### config.mk
export PLATFORM = sky130hd
export DESIGN_NAME = hazard_ctrl_unit
export DESIGN_NICKNAME = d
export VERILOG_FILES = /design/src/rtl/hazard_pkg.sv /design/src/rtl/hazard_ctrl_unit_fwd_select.sv /design/src/rtl/hazard_ctrl_unit.sv
export SDC_FILE = /design/constraint.sdc
export NUM_CORES = 1
export LEC_CHECK = 0
export ABC_AREA = 1
export CAP_MARGIN = 15
export CORE_ASPECT_RATIO = 1.4
export CORE_MARGIN = 3
export CORE_UTILIZATION = 25
export CTS_BUF_LIST = sky130_fd_sc_hd__clkbuf_4 sky130_fd_sc_hd__clkbuf_8
export DETAILED_ROUTE_END_ITERATION = 10
export GPL_TIMING_DRIVEN = 0
export PLACE_DENSITY = 0.68
export SKIP_CTS_REPAIR_TIMING = 1
export SYNTH_ARGS = -nofsm -noshare
export SYNTH_HDL_FRONTEND = slang
export SYNTH_SLANG_ARGS = --single-unit
### constraint.sdc
create_clock -name clk -period 1.8 [get_ports clk]
set_clock_uncertainty 0.15 [all_clocks]
set_input_delay 0.54 -clock clk [delete_from_list [all_inputs] [get_ports clk]]
set_output_delay 0.54 -clock clk [all_outputs]
set_load 0.1 [all_outputs]
### src/rtl/hazard_pkg.sv
// Shared types and constants for the SimpleRisc hazard controller.
// Holds forwarding select encodings and the multi-cycle EX FSM state type.
package hazard_pkg;

    localparam logic [1:0] FWD_REG = 2'b00;
    localparam logic [1:0] FWD_WB  = 2'b01;
    localparam logic [1:0] FWD_MEM = 2'b10;

    typedef enum logic [1:0] {
        IDLE = 2'd0,
        BUSY = 2'd1,
        LAST = 2'd2
    } mc_state_t;

endpackage

### src/rtl/hazard_ctrl_unit_fwd_select.sv
// Operand forwarding select for one EX source register (combinational).
// Ports: rs (EX source), rd_m/rd_rw + is_wb_m/is_wb_rw (producers), sel (FWD_*).
module fwd_select
    import hazard_pkg::*;
#(
    parameter int REG_AW = 4
) (
    input  logic [REG_AW-1:0] rs,
    input  logic [REG_AW-1:0] rd_m,
    input  logic [REG_AW-1:0] rd_rw,
    input  logic              is_wb_m,
    input  logic              is_wb_rw,
    output logic [1:0]        sel
);

    logic hit_m;
    logic hit_rw;

    assign hit_m  = is_wb_m  && (rd_m  == rs) && (rd_m  != '0);
    assign hit_rw = is_wb_rw && (rd_rw == rs) && (rd_rw != '0);

    // MEM holds the younger result, so it wins over WB.
    always_comb begin
        sel = FWD_REG;
        if (hit_m)
            sel = FWD_MEM;
        else if (hit_rw)
            sel = FWD_WB;
    end

endmodule

### src/rtl/hazard_ctrl_unit.sv
// Hazard controller: EX forwarding, load-use stall, multi-cycle EX stall FSM.
// Ports: forwarding/decode/EX hazard inputs; forwardA_E/forwardB_E, stall_F/D/E,
// flush_D/E/M, mc_busy; stall_cycles exists only with HAZARD_STALL_CNT_EN.
module hazard_ctrl_unit
    import hazard_pkg::*;
#(
    parameter int REG_AW  = 4,
    parameter int MAX_LAT = 8,
    parameter int CNT_W   = 32
) (
    input  logic                         clk,
    input  logic                         rst,
    input  logic                         isWb_M,
    input  logic                         isWb_RW,
    input  logic [REG_AW-1:0]            RD_M,
    input  logic [REG_AW-1:0]            RD_RW,
    input  logic [REG_AW-1:0]            RD_E,
    input  logic [REG_AW-1:0]            RS1_E,
    input  logic [REG_AW-1:0]            RS2_E,
    input  logic [REG_AW-1:0]            RS1_D,
    input  logic [REG_AW-1:0]            RS2_D,
    input  logic                         useRS1_D,
    input  logic                         useRS2_D,
    input  logic                         isLd_E,
    input  logic                         branch_taken_E,
    input  logic                         mc_start_E,
    input  logic [$clog2(MAX_LAT+1)-1:0] mc_lat_E,
    output logic [1:0]                   forwardA_E,
    output logic [1:0]                   forwardB_E,
    output logic                         stall_F,
    output logic                         stall_D,
    output logic                         stall_E,
    output logic                         flush_D,
    output logic                         flush_E,
    output logic                         flush_M,
    output logic                         mc_busy
`ifdef HAZARD_STALL_CNT_EN
    ,
    output logic [CNT_W-1:0]             stall_cycles
`endif
);

    localparam int LW = $clog2(MAX_LAT + 1);
    localparam int CW = $clog2(MAX_LAT);

    logic [1:0]    sel_a;
    logic [1:0]    sel_b;
    logic [LW-1:0] lat;
    logic          mc_go;
    logic          mc_stall;
    logic          ld_use;
    logic          br;
    mc_state_t     state;
    logic [CW-1:0] cnt;
    logic          busy_q;

    fwd_select #(.REG_AW(REG_AW)) u_fwd_a (
        .rs       (RS1_E),
        .rd_m     (RD_M),
        .rd_rw    (RD_RW),
        .is_wb_m  (isWb_M),
        .is_wb_rw (isWb_RW),
        .sel      (sel_a)
    );

    fwd_select #(.REG_AW(REG_AW)) u_fwd_b (
        .rs       (RS2_E),
        .rd_m     (RD_M),
        .rd_rw    (RD_RW),
        .is_wb_m  (isWb_M),
        .is_wb_rw (isWb_RW),
        .sel      (sel_b)
    );

    // Oversized latencies are clamped to the longest supported op.
    assign lat = (mc_lat_E > LW'(MAX_LAT)) ? LW'(MAX_LAT) : mc_lat_E;

    assign mc_go    = (state == IDLE) && mc_start_E && (lat >= LW'(2));
    assign mc_stall = mc_go || (state == BUSY);

    assign ld_use = isLd_E && (RD_E != '0) &&
                    ((useRS1_D && (RS1_D == RD_E)) ||
                     (useRS2_D && (RS2_D == RD_E)));

    // A multi-cycle op still owns EX, so the branch is not yet final.
    assign br = branch_taken_E && !mc_stall;

    // Outputs are gated so reset forces every control low at once.
    assign forwardA_E = rst ? sel_a : FWD_REG;
    assign forwardB_E = rst ? sel_b : FWD_REG;
    assign stall_F    = rst && (mc_stall || (ld_use && !br));
    assign stall_D    = rst && (mc_stall || (ld_use && !br));
    assign stall_E    = rst && mc_stall;
    assign flush_M    = rst && mc_stall;
    assign flush_D    = rst && br;
    assign flush_E    = rst && !mc_stall && (br || ld_use);
    assign mc_busy    = busy_q;

    always_ff @(posedge clk or negedge rst) begin
        if (!rst) begin
            state  <= IDLE;
            cnt    <= '0;
            busy_q <= 1'b0;
        end else begin
            unique case (state)
                IDLE: begin
                    if (mc_go) begin
                        busy_q <= 1'b1;
                        if (lat == LW'(2)) begin
                            state <= LAST;
                        end else begin
                            state <= BUSY;
                            cnt   <= CW'(lat - LW'(2));
                        end
                    end
                end
                BUSY: begin
                    if (cnt == CW'(1))
                        state <= LAST;
                    cnt <= cnt - CW'(1);
                end
                LAST: begin
                    state  <= IDLE;
                    busy_q <= 1'b0;
                end
                default: begin
                    state  <= IDLE;
                    cnt    <= '0;
                    busy_q <= 1'b0;
                end
            endcase
        end
    end

`ifdef HAZARD_STALL_CNT_EN
    always_ff @(posedge clk or negedge rst) begin
        if (!rst)
            stall_cycles <= '0;
        else if (stall_F && !(&stall_cycles))
            stall_cycles <= stall_cycles + CNT_W'(1);
    end
`else
    logic cnt_w_unused;
    assign cnt_w_unused = CNT_W[0];
`endif

endmodule

* Word-level counts from Yosys, hierarchy flattened
Index checks and enable logic that the tools add are counted.
** Storage, ports and cells
- Bits in registers :: 6
- Bits of input ports :: 41
- Output and inout bits :: 11
- Word-level logic and storage cells :: 72
** Cells by class
- Add/sub/neg operators :: 2
- $lt $le $gt $ge :: 2
- Equality and inequality tests :: 13
- Muxes and demuxes :: 16
- Bitwise logic cells :: 2
- Reduce and logical (&&, ||, !) cells :: 34
** Operators by type and width (count)
- $eq 4x4->1 :: 6
- $logic_and 1x1->1 :: 21
- $mux 2 :: 7
- $reduce_bool 4->1 :: 3
- $pmux 3 s3 :: 1
- $mux 3 :: 2
- $eq 4x2->1 const B :: 1
- $ge 4x2->1 const B :: 1
- $gt 4x4->1 const B :: 1
- $logic_or 1x1->1 :: 4
- $mux 4 :: 1
- $ne 2x2->1 const B :: 2
- $pmux 2 s2 :: 1
- $reduce_and 2->1 :: 2
- $eq 3x1->1 const B :: 1
- $mux 1 :: 3
- $reduce_and 3->1 :: 1
- $sub 3x1->3 const B :: 1
- $sub 3x2->3 const B :: 1
- $eq 2x1->1 const B :: 1
- $eq 2x2->1 const B :: 1
- $logic_not 1->1 :: 2
- $logic_not 2->1 :: 1
- $ne 2x1->1 const B :: 1
- other kinds (2) :: 3

* Depth between registers and ports, before layout
Gate-level depths: netlist (run 1).
- Depth after elaboration :: 11
- Gate-level depth with buffers :: 9
- Depth with buffers taken out :: 8

* Cells and area by module
A second synthesis (run 1) with hierarchy kept.
** Unflattened totals
- Cell total of the unflattened synthesis :: 204
- Area total of the unflattened synthesis :: 1023.5 sq um
** Modules (own cells, without submodules)
- hazard_ctrl_unit :: times used 1, cells an instance 108, area each 643.1 sq um, seq. area each 150.1 sq um
- fwd_select :: times used 2, cells an instance 48, area each 190.2 sq um, seq. area each 0.0 sq um

* Least setup slack after synthesis (run 1)
Ideal clock, no wire load.
- Kind :: in2out
- Start point :: in mc_lat_E[1]
- End point :: out flush_D
- Data arrival time :: 2.215 ns
- Required time :: 1.110 ns
- Setup slack :: -1.105 ns
- Cell stages on the path :: 5
- Buffers on the path :: 0
- Path through :: nor2_1 -> a21oi_2 -> nand2_1 -> nand3_1 -> nor2_1
** On the way
- Cells in the longest elaborated chain, start to end :: 8
** Ends and longest elaborated chain
- start: declaration :: line hazard_ctrl_unit.sv:27 : input logic [$clog2(MAX_LAT+1)-1:0] mc_lat_E,
- $gt 4x4->1 :: line hazard_ctrl_unit.sv:76 : assign lat = (mc_lat_E > LW'(MAX_LAT)) ? LW'(MAX_LAT) : mc_lat_E;
- $mux 4 (*) :: line hazard_ctrl_unit.sv:76
- $ge 4x2->1 (*) :: line hazard_ctrl_unit.sv:78 : assign mc_go = (state == IDLE) && mc_start_E && (lat >= LW'(2));
- $logic_and 1x1->1 (*) :: line hazard_ctrl_unit.sv:78
- $logic_or 1x1->1 (*) :: line hazard_ctrl_unit.sv:79 : assign mc_stall = mc_go || (state == BUSY);
- $logic_not 1->1 (*) :: line hazard_ctrl_unit.sv:86 : assign br = branch_taken_E && !mc_stall;
- $logic_and 1x1->1 (*) :: line hazard_ctrl_unit.sv:86
- $logic_and 1x1->1 (*) :: line hazard_ctrl_unit.sv:95 : assign flush_D = rst && br;
- end: declaration :: line hazard_ctrl_unit.sv:33 : output logic flush_D,
Every way passes the cells marked *; elsewhere a longest branch is shown, timed or not.

* Final worst setup path (run 1)
- Start point :: in RD_E[3]
- End point :: out stall_F
** On the way
- Cells in the longest elaborated chain, start to end :: 7
- Elaborated cells on any way between the ends :: 11
- Classes of those cells :: eq/ne (2); reduce/logical (9)
** Ends and longest elaborated chain
- start: declaration :: line hazard_ctrl_unit.sv:17 : input logic [REG_AW-1:0] RD_E,
- $eq 4x4->1, on equally long branches :: line hazard_ctrl_unit.sv:82, hazard_ctrl_unit.sv:83
- $logic_and 1x1->1, on equally long branches :: line hazard_ctrl_unit.sv:82, hazard_ctrl_unit.sv:83
- $logic_or 1x1->1 :: line hazard_ctrl_unit.sv:82 : ((useRS1_D && (RS1_D == RD_E)) ||
- $logic_and 1x1->1 (*) :: line hazard_ctrl_unit.sv:81 : assign ld_use = isLd_E && (RD_E != '0) &&
- $logic_and 1x1->1 (*) :: line hazard_ctrl_unit.sv:91 : assign stall_F = rst && (mc_stall || (ld_use && !br));
- $logic_or 1x1->1 (*) :: line hazard_ctrl_unit.sv:91
- $logic_and 1x1->1 (*) :: line hazard_ctrl_unit.sv:91
- end: declaration :: line hazard_ctrl_unit.sv:30 : output logic stall_F,
Marked as above.

==> impl_metrics.ini, run 1 <==
[sta]
setup_repair_after_global_routing_missed_its_margin = yes
final_hold_viol_count = 0
max_freq_mhz = 444
period_share = 1.25
final-max-slew-violation-count = 0
fin_worst_hold_slack_ns = 0.0353
report.final.setup_viol = 10
worst_slew_margin_rel = 0.631
worst_slack_ns = -0.452
final.min_clock_period_ns = 2.25
tightestPinTransition_ns = 0.555

[placement]
dpl.cell_count = 246
place_congestion = 0.788
number_of_port_buffers = 51
place_worst_setup_slack_ns = -2.01
place.detailed.hpwl_microns = 2200

[clock_tree]
clock_latency_ns = 0.22
cts_tree = yes
tritoncts_num_sinks = 6
cts.path.max_buffers = 2
cts_buffers = 3
clock_tree.root_cell = sky130_fd_sc_hd__clkbuf_8
clkTransAtPathRegs_ns = 0.04
ctsHtreeMaxLevel = 1

[synth]
synthFlopType = sky130_fd_sc_hd__dfrtp_1
synth_seq_cells = 6
ys_warn_count = 0
postSynthAreaPerCell_sq_um = 5.61
synthDominantCellAreaShare = 0.210
synth_area_sq_um = 875
post-synth-top-count-cell = sky130_fd_sc_hd__nand2_1
cell_variety_after_synth = 24
synth_enable_flop_cells = 0
synth.largest_area_cell = sky130_fd_sc_hd__nand2_1
ys_top_cells_by_count = sky130_fd_sc_hd__nand2_1, sky130_fd_sc_hd__inv_1, sky130_fd_sc_hd__nor2_1, sky130_fd_sc_hd__inv_2, sky130_fd_sc_hd__nand3_1
synth_seq_area_share = 0.172
synth-async-reset-ratio = 1.00
dominant_cells_by_area_after_synthesis = sky130_fd_sc_hd__nand2_1, sky130_fd_sc_hd__dfrtp_1, sky130_fd_sc_hd__inv_1, sky130_fd_sc_hd__nor2_1, sky130_fd_sc_hd__xnor2_1
syn_nets = 199
syn_inst = 156

[power]
static-leakage-power_nw = 1.03
post-layout-total-power_mw = 1.68
power-per-cell-area_nw_per_um2 = 866
vdd.ir_drop.worst_mv = 0.510

[global_route]
grt_overflow = 0
grt_start_max_net_pins = 12
grt_usage = 0.118
groute.layer.met1.usage = 0.127
grt_pass1_wl_microns = 4200
grt_util_met2 = 0.220
via_count_of_the_first_global_routing_pass = 1055
antenna_found_initial = 0
gr-max-usage-layer = met2
grt_util_met3 = 0.0220

[status]
failed_checks = setup timing
result_of_the_run = complete, but fails checks

[cells_and_area]
fin_util = 0.598
instances_no_fill = 256
final-seq-area_sq_um = 150
fill_cells = 286
n_antenna_cell = 0
synthToLayoutAreaGrowth_pct = 122
area_used_by_multi_input_combinational_logic_sq_um = 816
finish.net_count = 262
drive_above_1_share = 0.493

[detailed_routing]
detail_route.iter0.violations = 32
count_of_vias_placed_by_the_detailed_router = 1182
postRouteAntennaNets = 0
drcViolationCount = 0
drtPass1Iterations = 4
route.detailed.vias_per_inst = 4.62
finalWirelength_microns = 2960
routedWlPerCell_microns = 11.6

[floorplan]
io_pins = 52
core_area_sq_um = 3240
dieHeight_microns = 76.0
die_x_microns = 56.0
initial_utilization = 0.270
num_rows = 24
dieArea_sq_um = 4250

[critical_path]
cp_data_arrival_time_ns = 1.56
critPathKind = input pin to output port
r2r.worst_path.cells = 8
timing.critical_path.to_type = output port
setup.reg_to_reg.worst_slack_ns = 0.37
crit_fanout = 4
crit_path_start_kind = input pin
critPathRequiredTime_ns = 1.11

[run]
maxCapViolations = 0

[hold_path]
hold_path_class = input pin to asynchronous set/reset pin
-- cell type report --
class                   instances  area share
clock buffers                   3      0.0213
multi-input cells             118       0.420
plain buffers                   2      0.0206
well taps                      39      0.0251
inverters                      30      0.0845
repair buffers                 58       0.351
flip-flops and latches          6      0.0774
-- report_power, final --
part	switching [mW]	internal [mW]
sequential	0.0423	0.201
clock	0.0544	0.143
combinational	0.766	0.473
-- cell usage in the layout (no fill, tap or decap), types with 3 or more instances in the layout --
cell and count:
sky130_fd_sc_hd__nor2_4 5, sky130_fd_sc_hd__xor2_1 3, sky130_fd_sc_hd__dfrtp_1 6, sky130_fd_sc_hd__nand4_1 3, sky130_fd_sc_hd__nand3_1 4, sky130_fd_sc_hd__o21ai_1 4
sky130_fd_sc_hd__buf_8 4, sky130_fd_sc_hd__inv_4 4, sky130_fd_sc_hd__o22ai_2 3, sky130_fd_sc_hd__inv_1 12, sky130_fd_sc_hd__nand2_2 15, sky130_fd_sc_hd__clkbuf_2 8
sky130_fd_sc_hd__inv_2 8, sky130_fd_sc_hd__buf_6 12, sky130_fd_sc_hd__o21ai_0 3, sky130_fd_sc_hd__buf_12 11, sky130_fd_sc_hd__xnor2_1 3, sky130_fd_sc_hd__clkbuf_8 3
sky130_fd_sc_hd__buf_4 7, sky130_fd_sc_hd__nor2_1 11, sky130_fd_sc_hd__nand3_2 3, sky130_fd_sc_hd__dlymetal6s2s_1 15, sky130_fd_sc_hd__nand2_1 36, sky130_fd_sc_hd__a21oi_1 4
-- state kept, by name, summed over array words and instances (netlist names) --
register	flops
cnt	3
state	2
mc_busy	1
-- path summary, 6_finish.rpt --
| check | start | end |
|---|---|---|
| min in group clk | mc_busy$_DFFE_PN0P_ | mc_busy$_DFFE_PN0P_ |
| worst min-delay path | rst | state[1]$_DFFE_PN0P_ |
| worst max-delay path | RD_E[3] | stall_F |
| worst min register to register | mc_busy$_DFFE_PN0P_ | mc_busy$_DFFE_PN0P_ |
| worst max register to register | state[1]$_DFFE_PN0P_ | cnt[2]$_DFFE_PN0P_ |
| max in group asynchronous | rst | cnt[2]$_DFFE_PN0P_ |
-- critical path: stages --
cell and delay [ns]:
sky130_fd_sc_hd__buf_8 0.10, sky130_fd_sc_hd__inv_8 0.02, sky130_fd_sc_hd__nand2_2 0.05, sky130_fd_sc_hd__nand2_1 0.05, sky130_fd_sc_hd__nor2_1 0.08, sky130_fd_sc_hd__nand3_1 0.09
sky130_fd_sc_hd__nand2_1 0.08, sky130_fd_sc_hd__nand2_2 0.09, sky130_fd_sc_hd__o21ai_4 0.18, sky130_fd_sc_hd__buf_12 0.12, sky130_fd_sc_hd__buf_12 0.16
-- cell families (layout without fill, tap and decap cells) --
kind of cell,count (synthesis),in the layout,synth area share
xor gates and xnor gates,8,8,0.0801
and+or+nand+nor,86,86,0.426
buffers and inverters,32,93,0.146
adders and majority gates,2,2,0.0286
DFF,6,6,0.172
AOI/OAI and AO/OA,22,22,0.147
-- stage by stage --
step,area [sq um],TNS (ns)
after floorplan,1030,-5.06
after global placement,1590,-19.22
after detailed placement,1590,-19.50
after CTS,1630,-19.27
after global routing,1940,-4.47
final,1940,-3.72
-- routing by layer --
| layer | wire [microns] | vias to the layer above |
|---|---|---|
| met1 | 1060 | 509 |
| met4 | 80 | 0 |
| met3 | 216 | 8 |
| li1 | - | 611 |
| met2 | 1600 | 54 |
| met5 | 0 | - |
Power figures use the tool's default switching activity.
==> inputs of run 2 (changes only) <==
Settings changed: TNS_END_PERCENT set to 20.
==> impl_metrics.ini, run 2 (same netlist as run 1, synthesis figures left out) <==
[power]
power-per-cell-area_nw_per_um2 = 868
vdd.ir_drop.worst_mv = 0.776
static-leakage-power_nw = 1.03

[floorplan]
dieArea_sq_um = 4250
num_rows = 24
die_x_microns = 56.0
core_area_sq_um = 3240
dieHeight_microns = 76.0
initial_utilization = 0.270
io_pins = 52

[clock_tree]
clock_tree.root_cell = sky130_fd_sc_hd__clkbuf_8
clock_latency_ns = 0.22
cts_tree = yes
clkTransAtPathRegs_ns = 0.04
tritoncts_num_sinks = 6
ctsHtreeMaxLevel = 1
cts.path.max_buffers = 2
cts_buffers = 3

[sta]
max_freq_mhz = 439
final-max-slew-violation-count = 0
tightestPinTransition_ns = 0.558
final_hold_viol_count = 0
worst_slack_ns = -0.478
setup_repair_after_global_routing_missed_its_margin = yes
worst_slew_margin_rel = 0.630
fin_tns_setup_ns = -4.22
report.final.setup_viol = 10
period_share = 1.27
final.min_clock_period_ns = 2.28

[critical_path]
crit_path_start_kind = input pin
timing.critical_path.cells = clkdlybuf4s50_1 -> inv_2 -> nand2_2 -> o21ai_4 -> buf_12 -> buf_12
critical_path.most_common_cell = sky130_fd_sc_hd__buf_12
r2r.worst_path.cells = 7
cp_data_arrival_time_ns = 1.59
cpPeakStageDelay_ns = 0.41
critPathRequiredTime_ns = 1.11
critPathKind = input pin to output port
critical_path_top_delay_cell = sky130_fd_sc_hd__clkdlybuf4s50_1
timing.critical_path.to_type = output port
crit_fanout = 3

[global_route]
grt_overflow = 0
grt_util_met2 = 0.238
grt_pass1_wl_microns = 4550
via_count_of_the_first_global_routing_pass = 1174
grt_usage = 0.128
gr-max-usage-layer = met2
grt_util_met3 = 0.0458
antenna_found_initial = 0
grt_start_max_net_pins = 12
groute.layer.met1.usage = 0.136

[cells_and_area]
largest_reg_flops = 3
drive_above_1_share = 0.415
synthToLayoutAreaGrowth_pct = 108
max_flop_register = cnt
finish.net_count = 257
most_common_cell_after_layout_fill_and_taps_aside = sky130_fd_sc_hd__nand2_1
n_antenna_cell = 0
most-common-layout-cells = sky130_fd_sc_hd__nand2_1, sky130_fd_sc_hd__dlymetal6s2s_1, sky130_fd_sc_hd__inv_2, sky130_fd_sc_hd__nand2_2, sky130_fd_sc_hd__inv_1
finish.instance_area_sq_um = 1820

[status]
failed_checks = setup timing
result_of_the_run = complete, but fails checks

[detailed_routing]
route.detailed.vias_per_inst = 4.63
detail_route.iter0.violations = 18
finalWirelength_microns = 2810
drcViolationCount = 0
count_of_vias_placed_by_the_detailed_router = 1162
drtPass1Iterations = 4
routedWlPerCell_microns = 11.2
postRouteAntennaNets = 0

[hold_path]
hold_path_class = input pin to asynchronous set/reset pin

[placement]
place.detailed.hpwl_microns = 2270
number_of_port_buffers = 51
place_congestion = 0.888
placed_area_sq_um = 1540

[run]
maxCapViolations = 0
run 2: cell count changes in the layout (fill, tap and decap cells not counted), sizes merged:
cell / previous run / this run
dlymetal6s2s: 15 / 23
clkdlybuf4s50: 1 / 2
buf: 34 / 22
clkbuf: 13 / 11
run 2: final timing paths:
check	from	slack, ns	endpoint
max	branch_taken_E	-0.48	stall_F
min	rst	0.04	mc_busy$_DFFE_PN0P_
min in group clk	mc_busy$_DFFE_PN0P_	0.32	mc_busy$_DFFE_PN0P_
min reg2reg	mc_busy$_DFFE_PN0P_	0.32	mc_busy$_DFFE_PN0P_
max reg2reg	state[1]$_DFFE_PN0P_	0.51	cnt[1]$_DFFE_PN0P_
max in group asynchronous	rst	1.25	cnt[2]$_DFFE_PN0P_
run 2: layer usage:
| layer | routed length (microns) | up-vias |
|---|---|---|
| li1 | - | 600 |
| met1 | 1080 | 515 |
| met2 | 1490 | 45 |
| met3 | 219 | 2 |
| met4 | 14 | 0 |
| met5 | 0 | - |
run 2: report_power, final:
part / total, mW / switching, mW / leakage (nW) / internal, mW
clock: 0.197 / 0.0536 / 0.0216 / 0.143
combinational: 1.14 / 0.724 / 0.939 / 0.414
sequential: 0.243 / 0.0425 / 0.0732 / 0.201
run 2: critical path: cells and delay by family:
family | cells | cell delay [ns]
buf+inv | 4 | 0.78
compound gates | 1 | 0.20
simple gates | 1 | 0.07
run 2: stage by stage:
| step | hold slack, ns | std cells | setup WS, ns | total power [mW] | util |
|---|---|---|---|---|---|
| CTS | 0.326 | 249 | -1.99 | 1.49 | 0.488 |
| detailed placement | 0.316 | 246 | -1.99 | 1.28 | 0.475 |
| finish | 0.0382 | 251 | -0.478 | 1.58 | 0.561 |
| floorplan | 0.0944 | 156 | -0.714 | 0.995 | - |
| global route | 0.0459 | 251 | -0.542 | 1.71 | 0.561 |
| global placement | 0.314 | 246 | -1.98 | 1.27 | 0.475 |
run 2: final cells by class:
| class | count | area (sq um) |
|---|---|---|
| Buffer | 2 | 40.0 |
| Clock buffer | 3 | 41.3 |
| Fill cell | 322 | 1430 |
| Inverter | 30 | 141 |
| Multi-Input combinational cell | 118 | 757 |
| Sequential cell | 6 | 150 |
| Tap cell | 39 | 48.8 |
| Timing Repair Buffer | 53 | 639 |
